File: config.mk
export PLATFORM = sky130hd
export DESIGN_NAME = img_stream_loader_flat
export DESIGN_NICKNAME = d
export VERILOG_FILES = /design/src/rtl/img_stream_loader_pkg.sv /design/src/rtl/img_stream_loader_if.sv /design/src/rtl/img_stream_loader_raster_counter.sv /design/src/rtl/img_stream_loader.sv /design/src/flat_wrapper.sv
export SDC_FILE = /design/constraint.sdc
export NUM_CORES = 1
export LEC_CHECK = 0
export CAP_MARGIN = 25
export CORE_MARGIN = 2
export CORE_UTILIZATION = 47
export CTS_CLUSTER_SIZE = 20
export DETAILED_ROUTE_END_ITERATION = 10
export PLACE_DENSITY = 0.88
export SLEW_MARGIN = 20
export SYNTH_ARGS = -nofsm -noshare
export SYNTH_HDL_FRONTEND = slang
export SYNTH_SLANG_ARGS = --single-unit
export TNS_END_PERCENT = 100
File: constraint.sdc
create_clock -name clk -period 5.5 [get_ports clk]
set_clock_uncertainty 0.05 [all_clocks]
set_input_delay 1.1 -clock clk [delete_from_list [all_inputs] [get_ports clk]]
set_output_delay 1.1 -clock clk [all_outputs]
set_load 0.02 [all_outputs]
File: src/rtl/img_stream_loader_pkg.sv
// Shared image geometry and loader FSM encoding for the image pipeline.
// Imported by the loader, its raster counter and the stream interface.
package img_stream_loader_pkg;

  localparam int IMG_W  = 64;
  localparam int IMG_H  = 64;
  localparam int PIX_W  = 24;
  localparam int ADDR_W = 6;

  typedef enum logic [2:0] {
    ST_IDLE     = 3'd0,
    ST_WAIT_SOF = 3'd1,
    ST_LOAD     = 3'd2,
    ST_DONE     = 3'd3,
    ST_ERR      = 3'd4
  } state_e;

endpackage

File: src/rtl/img_stream_loader_if.sv
// Raster pixel stream into the loader.
// A beat transfers on a rising clk edge where s_valid && s_ready; the source holds s_data/s_sof/s_eol while s_valid && !s_ready.
interface img_stream_loader_if;
  logic                                   s_valid;
  logic                                   s_ready;
  logic [img_stream_loader_pkg::PIX_W-1:0] s_data;
  logic                                   s_sof;
  logic                                   s_eol;

  modport master (output s_valid, s_data, s_sof, s_eol, input s_ready);
  modport slave  (input s_valid, s_data, s_sof, s_eol, output s_ready);
endinterface

File: src/rtl/img_stream_loader_raster_counter.sv
// Row/column raster position counter with end-of-row and end-of-frame flags.
module raster_counter
  import img_stream_loader_pkg::*;
(
  input  logic              clk,
  input  logic              rst_n,
  input  logic              clr,
  input  logic              inc,
  output logic [ADDR_W-1:0] r,
  output logic [ADDR_W-1:0] c,
  output logic              last_col,
  output logic              last_pix
);

  assign last_col = (c == ADDR_W'(IMG_W - 1));
  assign last_pix = last_col && (r == ADDR_W'(IMG_H - 1));

  always_ff @(posedge clk or negedge rst_n) begin
    if (!rst_n) begin
      r <= '0;
      c <= '0;
    end else if (clr) begin
      r <= '0;
      c <= '0;
    end else if (inc) begin
      if (last_col) begin
        c <= '0;
        r <= r + 1'b1;
      end else begin
        c <= c + 1'b1;
      end
    end
  end

endmodule

File: src/rtl/img_stream_loader.sv
// Writes a framed raster RGB stream into the 64x64 input image RAM and flags completion/framing errors.
// Optional LOADER_CHECKSUM_EN builds a 32-bit running sum of written pixels on the checksum port.
module img_stream_loader
  import img_stream_loader_pkg::*;
(
  input  logic              clk,
  input  logic              rst_n,
  input  logic              arm,
  img_stream_loader_if.slave s,
  output logic [ADDR_W-1:0] row,
  output logic [ADDR_W-1:0] col,
  output logic              out_we,
  output logic [PIX_W-1:0]  out_pix,
  output logic              load_done,
  output logic              frame_err,
  output logic [31:0]       checksum,
  output state_e            state_dbg
);

  state_e            state_q, state_d;
  logic              accept, wr, cnt_inc, cnt_clr, set_err;
  logic [ADDR_W-1:0] r, c;
  logic              last_col, last_pix;

  raster_counter u_cnt (
    .clk      (clk),
    .rst_n    (rst_n),
    .clr      (cnt_clr),
    .inc      (cnt_inc),
    .r        (r),
    .c        (c),
    .last_col (last_col),
    .last_pix (last_pix)
  );

  assign s.s_ready = ((state_q == ST_WAIT_SOF) || (state_q == ST_LOAD) || (state_q == ST_ERR)) && !arm;
  assign accept    = s.s_valid && s.s_ready;
  assign state_dbg = state_q;

  always_ff @(posedge clk or negedge rst_n) begin
    if (!rst_n) state_q <= ST_IDLE;
    else        state_q <= state_d;
  end

  // Counters are cleared on entry to ERR so the resync sof beat lands at (0,0).
  always_comb begin
    state_d = state_q;
    wr      = 1'b0;
    cnt_inc = 1'b0;
    cnt_clr = 1'b0;
    set_err = 1'b0;
    if (arm) begin
      state_d = ST_WAIT_SOF;
      cnt_clr = 1'b1;
    end else begin
      case (state_q)
        ST_IDLE: ;
        ST_WAIT_SOF, ST_ERR: begin
          if (accept && s.s_sof) begin
            wr      = 1'b1;
            cnt_inc = 1'b1;
            state_d = ST_LOAD;
          end
        end
        ST_LOAD: begin
          if (accept) begin
            if (s.s_sof || (s.s_eol != last_col)) begin
              set_err = 1'b1;
              cnt_clr = 1'b1;
              state_d = ST_ERR;
            end else begin
              wr = 1'b1;
              if (last_pix) begin
                cnt_clr = 1'b1;
                state_d = ST_DONE;
              end else begin
                cnt_inc = 1'b1;
              end
            end
          end
        end
        ST_DONE: ;
        default: state_d = ST_IDLE;
      endcase
    end
  end

  always_ff @(posedge clk or negedge rst_n) begin
    if (!rst_n) begin
      out_we    <= 1'b0;
      row       <= '0;
      col       <= '0;
      out_pix   <= '0;
      load_done <= 1'b0;
      frame_err <= 1'b0;
    end else begin
      out_we    <= wr;
      if (wr) begin
        row     <= r;
        col     <= c;
        out_pix <= s.s_data;
      end
      load_done <= (state_d == ST_DONE);
      frame_err <= arm ? 1'b0 : (frame_err || set_err);
    end
  end

`ifdef LOADER_CHECKSUM_EN
  always_ff @(posedge clk or negedge rst_n) begin
    if (!rst_n)   checksum <= '0;
    else if (arm) checksum <= '0;
    else if (wr)  checksum <= checksum + {8'b0, s.s_data};
  end
`else
  assign checksum = '0;
`endif

endmodule

File: src/flat_wrapper.sv
// flat-port wrapper written by rule: the top's interface ports become plain ports
module img_stream_loader_flat import img_stream_loader_pkg::*;
  (clk, rst_n, arm, row, col, out_we, out_pix, load_done, frame_err, checksum, state_dbg, s_s_valid, s_s_data, s_s_sof, s_s_eol, s_s_ready);
  img_stream_loader_if s_i ();
  input  logic clk;
  input  logic rst_n;
  input  logic arm;
  output logic [ADDR_W-1:0] row;
  output logic [ADDR_W-1:0] col;
  output logic out_we;
  output logic [PIX_W-1:0] out_pix;
  output logic load_done;
  output logic frame_err;
  output logic [31:0] checksum;
  output state_e state_dbg;
  input wire logic [$bits(s_i.s_valid)-1:0] s_s_valid;
  input wire logic [$bits(s_i.s_data)-1:0] s_s_data;
  input wire logic [$bits(s_i.s_sof)-1:0] s_s_sof;
  input wire logic [$bits(s_i.s_eol)-1:0] s_s_eol;
  output wire logic [$bits(s_i.s_ready)-1:0] s_s_ready;
  assign s_i.s_valid = s_s_valid;
  assign s_i.s_data = s_s_data;
  assign s_i.s_sof = s_s_sof;
  assign s_i.s_eol = s_s_eol;
  assign s_s_ready = s_i.s_ready;
  img_stream_loader u_core (.clk(clk), .rst_n(rst_n), .arm(arm), .s(s_i), .row(row), .col(col), .out_we(out_we), .out_pix(out_pix), .load_done(load_done), .frame_err(frame_err), .checksum(checksum), .state_dbg(state_dbg));
endmodule
Word level (Yosys, flattened, before mapping)
Cells that the tools add are included.
{ "totals": {"output_inout_bits": 75, "elab_cells": 66, "in_bits": 30, "ff_bits": 54} }
{ "op_classes": {"addsub": 2, "n_mux": 32, "reduce_logical": 15, "n_eq_ne": 8} }
{ "op_table": {"columns": ["cell", "count"], "rows": [
  ["$mux 6", 6],
  ["$mux 1", 18],
  ["$mux 3", 5],
  ["$add 6x1->6 const B", 2],
  ["$eq 6x6->1 const B", 2],
  ["$eq 3x2->1 const B", 3],
  ["$pmux 3 s3", 1],
  ["$logic_and 1x1->1", 4],
  ["$logic_or 1x1->1", 4],
  ["$pmux 1 s2", 2],
  ["$reduce_bool 2->1", 2],
  ["$reduce_or 2->1", 2],
  ["$eq 3x1->1 const B", 1],
  ["$eq 3x3->1 const B", 1],
  ["$logic_not 3->1", 1],
  ["$reduce_and 2->1", 1],
  ["$logic_not 1->1", 1],
  ["$ne 1x1->1", 1]
]} }

Longest topological paths before layout
Gate-level depths: netlist of the first run.
{ "depth": {"ltp_word": 11, "depth_mapped": 7, "mapped_depth_nobuf": 6} }

Modules after synthesis
Synthesis of the first run repeated with hierarchy kept, for this count alone.
{ "unflattened": {"hier_cells": 314, "area_unflattened_um2": 2911.5} }
{ "modules_own_cells": {"columns": ["module", "instances", "cells_per_inst", "seq_area_each_um2", "area_per_inst_um2"], "rows": [
  ["img_stream_loader", 1, 245, 1051.0, 2268.4],
  ["raster_counter", 1, 69, 300.3, 643.1]
]} }

Worst setup path after synthesis of the first run
Ideal clock, no wire load.
{ "synth_path": {"kind": "input to output", "start": "in arm", "end": "out s_s_ready", "arrival_ps": 1811, "path_buffers": 1, "required_ps": 4350, "stages": 2, "path_slack_ps": 2539, "cell_sequence": "clkbuf_1 a211oi_1"} }
{ "synth_between": {"elab_chain_len": 2} }
{ "synth_lines": {"columns": ["item", "line_no", "text"], "rows": [
  ["start: declaration", "flat_wrapper.sv:7", "input logic arm;"],
  ["$logic_not 1->1", "img_stream_loader.sv:36", "assign s.s_ready = ((state_q == ST_WAIT_SOF) || (state_q == ST_LOAD) || (state_q == ST_ERR)) && !arm;"],
  ["$logic_and 1x1->1", "img_stream_loader.sv:36", null],
  ["end: declaration", "flat_wrapper.sv:20", "output wire logic [$bits(s_i.s_ready)-1:0] s_s_ready;"]
]} }
Every way passes these cells.

Worst setup path after layout of the first run
Same ends and word-level chain as after synthesis.

==> key figures, run 1 <==
Run status
  • Status: completed

Setup path
  • WP buf/inv: 2
  • Critical setup path kind: in2out
  • Cell mode on critical path: clkdlybuf4s50_1
  • Crit-path cells: clkdlybuf4s50_1, a211oi_1, clkdlybuf4s50_1
  • R2R depth: 7
  • Crit Reg-Reg Startpoint: u_core.u_cnt.c[0]
  • Arrival time worst endpoint: 2.60 ns
  • Endpoint class of the critical path: output port
  • Req. time, crit path: 4.35 ns
  • R2r setup slk: 2.82 ns
  • CP top delay family: buffers and inverters
  • Delay of the slowest critical-path stage: around 0.64 ns
  • Worst R2R End: u_core.out_pix[14]
  • Slowest cell on crit path: clkdlybuf4s50_1
  • Critical-path maximum fanout: 11
  • Startpoint types: input pin

Logic synthesis
  • Top_reg_cell synth: dfrtp_1
  • Post-Synthesis Cells: 235
  • Syn Area/Cell: 11.6 sq um
  • Share of flip-flops with an asynchronous set or reset: 1.00
  • Syn. warnings: 0
  • Sequential fraction of the synthesis area: 0.494
  • Cell area after synthesis: 2730 sq um
  • Synth unique cells: 46
  • Post-synth EDFFs: 0
  • #FFs+latches synth: 54

Route
  • Total routed wirelength: 5.45 mm
  • Starting DRT DRC Count: 109
  • Routed vias/inst: between 5 and 6
  • Routed vias: 2019
  • Avg WL per Cell: 14.4 microns
  • DRC errors left: 0
  • Routed Antenna Nets: 0
  • TritonRoute pass-1 iters: 4

Clock network
  • Clock transition at path regs: roughly 0.090 ns
  • Clk sinks: 54
  • CTS root buffer: clkbuf_8
  • Skew-Pair Late Insertion Delay: just over 0.3 ns
  • Htree depth: 2
  • CTS resizes: 0
  • Setup Fix Bufs, Post-CTS: 0
  • Num CTS Buffers: 5
  • CTS hold repair buffers: 0
  • CTS tree: done
  • Maximum buffer depth of the clock tree: 2

Global route
  • Largest net degree at the start of global routing: 55
  • Number of global-route vias before repair: 1875
  • Total track usage: 0.176
  • Total global routing overflow: 0
  • Initial antenna violation count: 0
  • First-pass GRT wire length: 8.79 mm

Die
  • Rows: 27
  • Initial Util: 0.490
  • DIE AREA: 6440 sq um
  • Core area: 5570 sq um
  • Die X: 80.3 microns
  • Die H: 80.3 microns
  • Top-Level Pins: about 110

STA
  • Final Critical Period: 3.75 ns
  • Max Slew Vio Count: 0
  • Period Utilization, post-route: 0.682
  • Setup TNS: 0 ns
  • Setup-failing EPs final: 0
  • Worst-margin pin slew: roughly 0.8 ns
  • Final hold viol count: 0
  • Fmax: 0.267 GHz
  • RSZ-0062 raised after global routing: false
  • Slew HR: 0.464

Hold path
  • Hold EP: u_core.out_pix[6]
  • Hold depth: 1
  • Hold Crit Start: u_core.out_pix[6]
  • Hold/Removal Path Class: reg2reg

Cells and area
  • Antenna Cells: 0
  • Final nets: roughly 340
  • Layout cells sized above 1: 0.186
  • Fillers: 442
  • Area growth from synthesis to layout: 28.8%
  • Post-route cell area: 3520 sq um

Power
  • P per Cell Area: 296 nW/um^2
  • Leak: between 1.5 and 2 nW
  • Total Power: 1.04 mW
  • Worst VDD drop: 156 uV

Placement
  • Final Wtd Congestion: 0.844
  • Port buffer count: 72
  • Placed wire-length estimate: about 4.0 mm
  • Dpl cell area: between 3000 and 4000 sq um

Job
  • Max-Cap Viols: 0
==> stage by stage <==
step	cells	setup slack, ns	utilization	hold slack, ns
CTS	379	1.75	0.632	0.466
detailed placement	371	1.63	0.611	0.443
finish	379	1.75	0.632	0.462
floorplan	266	2.54	-	0.451
global route	379	1.69	0.632	0.474
global placement	370	1.79	0.606	0.436
==> how the worst max path moves through the flow <==
stage	from	to	slack, ns	cells past startpoint
2_1_floorplan	arm	s_s_ready	2.54	2
4_1_cts	arm	s_s_ready	1.75	3
6_report	arm	s_s_ready	1.75	3
3_5_place_dp	arm	u_core.u_cnt.r[5]	1.63	6
3_3_place_gp	arm	u_core.out_pix[16]	1.79	5
5_1_grt	arm	s_s_ready	1.69	3
==> cell families (layout without fill, tap and decap cells) <==
family	after synthesis	in the layout	share of synthesized area
DFF	54	54	0.494
buffers and inverters	46	87	0.114
and+or+nand+nor	44	44	0.0979
muxes	43	43	0.174
AOI/OAI and AO/OA	42	42	0.0998
xor gates and xnor gates	3	3	0.00961
adders and majority gates	2	2	0.00915
other	1	32	0.00137
==> layout by cell type (no fill, tap or decap), types with 4 or more instances in the layout <==
cell type / synthesis / final
conb_1: 1 / 32
or3_1: 4 / 4
a21oi_1: 10 / 10
mux2i_1: 6 / 6
clkbuf_8: 0 / 5
o21ai_0: 10 / 10
nor2_1: 8 / 8
inv_1: 5 / 5
nand2_1: 5 / 5
clkdlybuf4s50_1: 0 / 71
mux2_2: 37 / 37
dfrtp_1: 54 / 54
nand3_1: 6 / 6
or4_1: 4 / 4
==> state kept, by name, indices dropped and copies added (netlist names) <==
signal / cells
u_core.row: 6
u_core.state_dbg: 3
u_core.col: 6
u_core.out_we: 1
u_core.out_pix: 24
u_core.frame_err: 1
u_core.u_cnt.c: 6
u_core.u_cnt.r: 6
u_core.load_done: 1
==> synth_stat cells (all sizes together) (3+ instances only) <==
library cell	instances	area, sq um
a21oi	11	58.8
buf	38	280
clkbuf	3	11.3
dfrtp	54	1350
inv	5	18.8
mux2	37	417
mux2i	6	60.1
nand2	5	18.8
nand3	6	30.0
nor2	9	36.3
nor3	3	26.3
o21ai	10	50.1
o31ai	3	22.5
or3	4	25.0
or4	4	30.0
xnor2	3	26.3
==> where the power goes <==
part	leakage, nW	switching [mW]	internal (mW)
combinational	0.775	0.148	0.153
clock	0.0504	0.130	0.135
sequential	0.698	0.0274	0.449
total	1.52	0.306	0.737
==> metal layers <==
layer / up-vias / track usage / routed length, microns
li1: 919 / - / -
met2: 102 / 0.287 / 2610
met4: 0 / 0.0610 / 71
met3: 6 / 0.0472 / 444
met5: - / 0 / 0
met1: 992 / 0.225 / 2320
==> cell type report <==
type                    instances  area, sq um  share of cell area
clock buffers                   5         68.8              0.0195
repair buffers                 74          751               0.213
inverters                       5         18.8             0.00533
multi-input cells             166         1200               0.340
well taps                      72         90.1              0.0256
flip-flops and latches         54         1350               0.384
clock inverters                 3         45.0              0.0128
Note: power is estimated with default switching activity, not from simulation.
==> run 2, diff against run 1 <==
--- a/config.mk
+++ b/config.mk
@@ -7,10 +7,10 @@
 export LEC_CHECK = 0
 export CAP_MARGIN = 25
 export CORE_MARGIN = 2
-export CORE_UTILIZATION = 47
+export CORE_UTILIZATION = 40
 export CTS_CLUSTER_SIZE = 20
 export DETAILED_ROUTE_END_ITERATION = 10
-export PLACE_DENSITY = 0.88
+export PLACE_DENSITY = 0.8
 export SLEW_MARGIN = 20
 export SYNTH_ARGS = -nofsm -noshare
 export SYNTH_HDL_FRONTEND = slang
==> constraint.sdc (replaced) <==
create_clock -name clk -period 3.38 [get_ports clk]
set_clock_uncertainty 0.05 [all_clocks]
set_input_delay 0.676 -clock clk [delete_from_list [all_inputs] [get_ports clk]]
set_output_delay 0.676 -clock clk [all_outputs]
set_load 0.02 [all_outputs]
==> key figures, run 2 (synthesized netlist as in run 1, its figures left out) <==
Cells and area
  • Post-layout util: 0.526 (was 0.632)
  • Non-filler cells, final: 390 (was 379)
  • Most common cell after layout, fill and taps aside: clkdlybuf4s50_1 (unchanged)
  • Reg with most FFs: u_core.out_pix (unchanged)
  • Number of flip-flops in the largest register: 24 (unchanged)
  • Most frequent cells in the layout: clkdlybuf4s50_1 (71), dfrtp_1 (54), mux2_2 (37) (unchanged)
  • Post-route cell area: 3540 sq um (was 3520 sq um)
  • Area growth from synthesis to layout: 29.4% (was 28.8%)
  • Fillers: 579 (was 442)
  • Antenna Cells: 0 (unchanged)
  • Layout cells sized above 1: 0.194 (was 0.186)
  • Final nets: 341 (was 338)

Global route
  • Number of global-route vias before repair: 1998 (was 1875)
  • Initial antenna violation count: 0 (unchanged)
  • Largest net degree at the start of global routing: 55 (unchanged)
  • Total global routing overflow: 0 (unchanged)
  • Total track usage: 0.148 (was 0.176)
  • First-pass GRT wire length: 8.94 mm (was 8.79 mm)

Setup path
  • Critical setup path kind: in2out (unchanged)
  • Crit Reg-Reg Startpoint: u_core.u_cnt.c[0] (unchanged)
  • R2R depth: 7 (unchanged)
  • Critical-path maximum fanout: 10 (was 11)
  • Worst Setup EP: s_s_ready (unchanged)
  • Req. time, crit path: 2.65 ns (was 4.35 ns)
  • Arrival time worst endpoint: 2.06 ns (was 2.60 ns)
  • Critical Path Start: arm (unchanged)
  • Endpoint class of the critical path: output port (unchanged)
  • Worst R2R End: u_core.out_pix[4] (was u_core.out_pix[14])
  • R2r setup slk: 0.88 ns (was 2.82 ns)
  • Startpoint types: input pin (unchanged)

Die
  • Core area: 6720 sq um (was 5570 sq um)
  • DIE AREA: 7510 sq um (was 6440 sq um)
  • Die H: 86.7 microns (was 80.3 microns)
  • Top-Level Pins: 105 (unchanged)
  • Initial Util: 0.407 (was 0.490)
  • Die X: 86.7 microns (was 80.3 microns)
  • Rows: 30 (was 27)

STA
  • Worst-margin pin slew: 0.814 ns (was 0.796 ns)
  • Slew HR: 0.455 (was 0.464)
  • Final Critical Period: 2.79 ns
  • Setup-failing EPs final: 0 (unchanged)
  • Max Slew Vio Count: 0 (unchanged)
  • Worst hold margin: 0.444 ns (was 0.462 ns)
  • RSZ-0062 raised after global routing: false (unchanged)
  • Fmax: 0.359 GHz
  • Setup TNS: 0 ns (unchanged)
  • Period Utilization, post-route: 0.825
  • Final hold viol count: 0 (unchanged)

Power
  • Flop pwr share: 0.468 (was 0.457)
  • Sw frac: 0.295 (was 0.293)
  • Clock network power share: 0.237 (was 0.255)
  • Leak: 1.54 nW (was 1.52 nW)
  • Logic pwr share: 0.295 (was 0.289)
  • Internal power: 1.17 mW (was 737 uW)
  • Net switching power figure: 488 uW (was 306 uW)
  • P per Cell Area: 468 nW/um^2 (was 296 nW/um^2)
  • Worst VDD drop: 182 uV (was 156 uV)

Placement
  • Port buffer count: 72 (unchanged)
  • Dpl cell area: 3430 sq um (was 3410 sq um)
  • Placed wire-length estimate: 3.96 mm (was 3.98 mm)
  • Final Wtd Congestion: 0.796 (was 0.844)
  • Inst Count DP: 382 (was 371)

Route
  • Routed vias/inst: 5.11 (was 5.33)
  • Avg WL per Cell: 13.8 microns (was 14.4 microns)
  • Total routed wirelength: 5.39 mm (was 5.45 mm)
  • TritonRoute pass-1 iters: 4 (unchanged)
  • Routed vias: 1992 (was 2019)
  • Starting DRT DRC Count: 87 (was 109)
  • Routed Antenna Nets: 0 (unchanged)
  • DRC errors left: 0 (unchanged)

Clock network
  • Htree depth: 2 (unchanged)
  • Setup Fix Bufs, Post-CTS: 0 (unchanged)
  • Maximum buffer depth of the clock tree: 2 (unchanged)
  • Clk sinks: 54 (unchanged)
  • Skew-Pair Late Insertion Delay: 0.30 ns (was 0.31 ns)
  • Num CTS Buffers: 5 (unchanged)
  • Clock transition at path regs: 0.10 ns (was 0.09 ns)
  • CTS root buffer: clkbuf_8 (unchanged)
  • CTS tree: done (unchanged)
  • CTS hold repair buffers: 0 (unchanged)
  • CTS resizes: 0 (unchanged)

Job
  • Max-Cap Viols: 0 (unchanged)

Hold path
  • Hold/Removal Path Class: in2async (was reg2reg)

Run status
  • Status: completed (unchanged)
run 2: worst max-delay path, stage by stage:
cell,delay (ns)
clkdlybuf4s50_1,0.42
buf_4,0.18
a211oi_1,0.16
clkdlybuf4s50_1,0.63
run 2: stage by stage:
stage / setup WS, ns / power (mW)
final: 0.592 / 1.66
after global routing: 0.493 / 1.75
after CTS: 0.597 / 1.67
after detailed placement: 0.518 / 1.28
after global placement: 0.560 / 1.27
after floorplan: 1.09 / 1.06
run 2: worst min path at each step:
stage,end,cells after the start,startpoint
3_5_place_dp,u_core.row[5],1,u_core.row[5]
4_1_cts,u_core.out_pix[23],2,rst_n
6_report,u_core.u_cnt.c[5],2,rst_n
3_3_place_gp,u_core.row[3],1,u_core.row[3]
5_1_grt,u_core.out_pix[7],1,u_core.out_pix[7]
2_1_floorplan,u_core.col[0],0,rst_n
run 2: cell type report:
type	count	area, sq um	share of cell area
Multi-Input combinational cell	166	1200	0.338
Inverter	5	18.8	0.00531
Clock inverter	1	8.76	0.00248
Tap cell	80	100	0.0283
Timing Repair Buffer	77	766	0.216
Clock buffer	7	96.3	0.0272
Sequential cell	54	1350	0.382
run 2: metal layers:
metal | vias up | global-route usage | share of wire
li1 | 926 | - | -
met3 | 11 | 0.0438 | 0.068
met1 | 976 | 0.172 | 0.41
met5 | - | 0 | 0
met2 | 79 | 0.263 | 0.50
met4 | 0 | 0.0412 | 0.016
run 2: power groups by stage:
| stage | logic [mW] | clock network [mW] | registers, mW |
|---|---|---|---|
| 2_1_floorplan | 0.175 | 0 | 0.890 |
| 3_3_place_gp | 0.485 | 0 | 0.783 |
| 3_5_place_dp | 0.493 | 0 | 0.788 |
| 4_1_cts | 0.494 | 0.405 | 0.775 |
| 5_1_grt | 0.524 | 0.443 | 0.785 |
| 6_report | 0.489 | 0.392 | 0.774 |
==> edit: new RTL, flow settings as in run 2 <==
Set the package constant `PIX_W` to 32 (it was 24).
--- a/src/rtl/img_stream_loader_pkg.sv
+++ b/src/rtl/img_stream_loader_pkg.sv
@@ -4,7 +4,7 @@
 
   localparam int IMG_W  = 64;
   localparam int IMG_H  = 64;
-  localparam int PIX_W  = 24;
+  localparam int PIX_W  = 32;
   localparam int ADDR_W = 6;
 
   typedef enum logic [2:0] {
Interface: changed (resized out_pix and s_s_data); port bits go from 105 to 121. The function was not compared with the original's and may differ.
==> edit against run 2 <==
  * Register-to-register slack worse by 0.20 ns
  * Critical endpoint unchanged
  * Design area up 15%
  * Worst setup slack worse by 0.041 ns
  * Largest cell class unchanged
  * Wire length up 17%
  * Sequential cell count up 8
  * Total power up 29%
  * Critical path type unchanged
  * Area after synthesis up 9.5%
==> edit: results (changes against run 2) <==
| Metric | Value |
|---|---|
| First-pass GRT wire length | 9890 um (+11%) |
| Outcome | finished clean |
| Synthesized-area fraction occupied by adder cells | 0.00836 (-0.000792) |
| Clock latency on the worst-skew pair | 0.33 ns (+0.03 ns) |
| Fin Hold WS | 0.211 ns (-0.232 ns) |
| Max rail drop VDD | 0.265 mV (+45%) |
| WL/cell | 13.9 um (+1.0%) |
| Routed vias/inst | 4.74 (-7.2%) |
| CTS clk-pin slew, worst paths | 0.07 ns (-0.03 ns) |
| Global Route met3 Usage | 0.0409 (-0.00291) |
| H-tree depth | 3 (+1) |
| Synth area leaders | dfrtp_1, mux2_2, buf_4 |
| Nets | 387 (+13%) |
| Gr usage total | 0.152 (+0.00436) |
| Placement Cell Area | 0.00387 mm^2 (+13%) |
| Placed Cells | 435 (+14%) |
| CTS Buf Count | 9 (+4) |
| XOR/XNOR Fraction of Synth Area | 0.00878 (-0.000832) |
| Vias in the first global route | 2064 (+3.3%) |
| Arr. time, crit path | 2.10 ns (+0.04 ns) |
| Non-Filler Instances | 450 (+15%) |
| Compound-cell area share of the yosys netlist | 0.0815 (-0.0182) |
| Leakage power | 1.73 nW (+12%) |
| Setup WS pre-CTS | 0.248 ns (-0.271 ns) |
| Post-synthesis cell type count | 44 (-4.3%) |
| Synth Instances | 252 (+7.2%) |
| Gpl congestion | 0.835 (+4.9%) |
| Multi-input logic area | 0.00125 mm^2 (+4.6%) |
| FF-to-FF End | u_core.out_pix[17]$_DFFE_PN0P_ |
| Met1 GRT Util | 0.194 (+0.0220) |
| Number of flip-flops in the largest register | 32 (+33%) |
| Least-Margin Pin Slew | 0.682 ns (-0.133 ns) |
edit: changes by cell type in the layout (fill, tap and decap cells not counted), sizes merged, moves of 3 or more:
| cell | change |
|---|---|
| clkbuf | +4 |
| nand2 | +4 |
| clkdlybuf4s50 | +16 |
| mux2 | +8 |
| dfrtp | +8 |
| nor2 | +3 |
edit: kinds of logic after synthesis:
logic type	count (synthesis)
flops	62
simple gates	50
mux	49
buf+inv	45
compound gates	40
xor+xnor	3
fa+ha+maj	2
other cells	1
edit: area by class of cell:
class / count / area share
clock buffer: 11 / 0.0349
tap: 99 / 0.0305
timing repair buffer: 95 / 0.229
multi-input combinational: 176 / 0.309
inverter: 3 / 0.00278
sequential: 62 / 0.383
clock inverter: 4 / 0.0117
edit: worst max-delay path by stage:
stage / to / slack [ns]
2_1_floorplan: u_core.u_cnt.r[5]$_DFFE_PN0P_ / 1.13
3_3_place_gp: u_core.col[4]$_DFFE_PN0P_ / 0.30
3_5_place_dp: u_core.out_pix[17]$_DFFE_PN0P_ / 0.25
4_1_cts: s_s_ready / 0.55
5_1_grt: u_core.out_pix[17]$_DFFE_PN0P_ / 0.49
6_report: s_s_ready / 0.55
edit: report_power, final:
part | internal [mW] | total, mW | leakage, nW | switching, mW
sequential | 0.850 | 0.907 | 0.794 | 0.0565
clock | 0.354 | 0.630 | 0.0952 | 0.276
combinational | 0.313 | 0.603 | 0.841 | 0.290
edit: worst max-delay path: stages:
cell	delay [ns]
clkdlybuf4s50_1	0.41
buf_4	0.17
a211oi_1	0.19
clkdlybuf4s50_1	0.65
edit: metal layers:
layer,vias up,routed length (um)
met5,-,0
met1,1012,2790
met4,0,95
li1,1019,-
met2,92,2990
met3,10,406
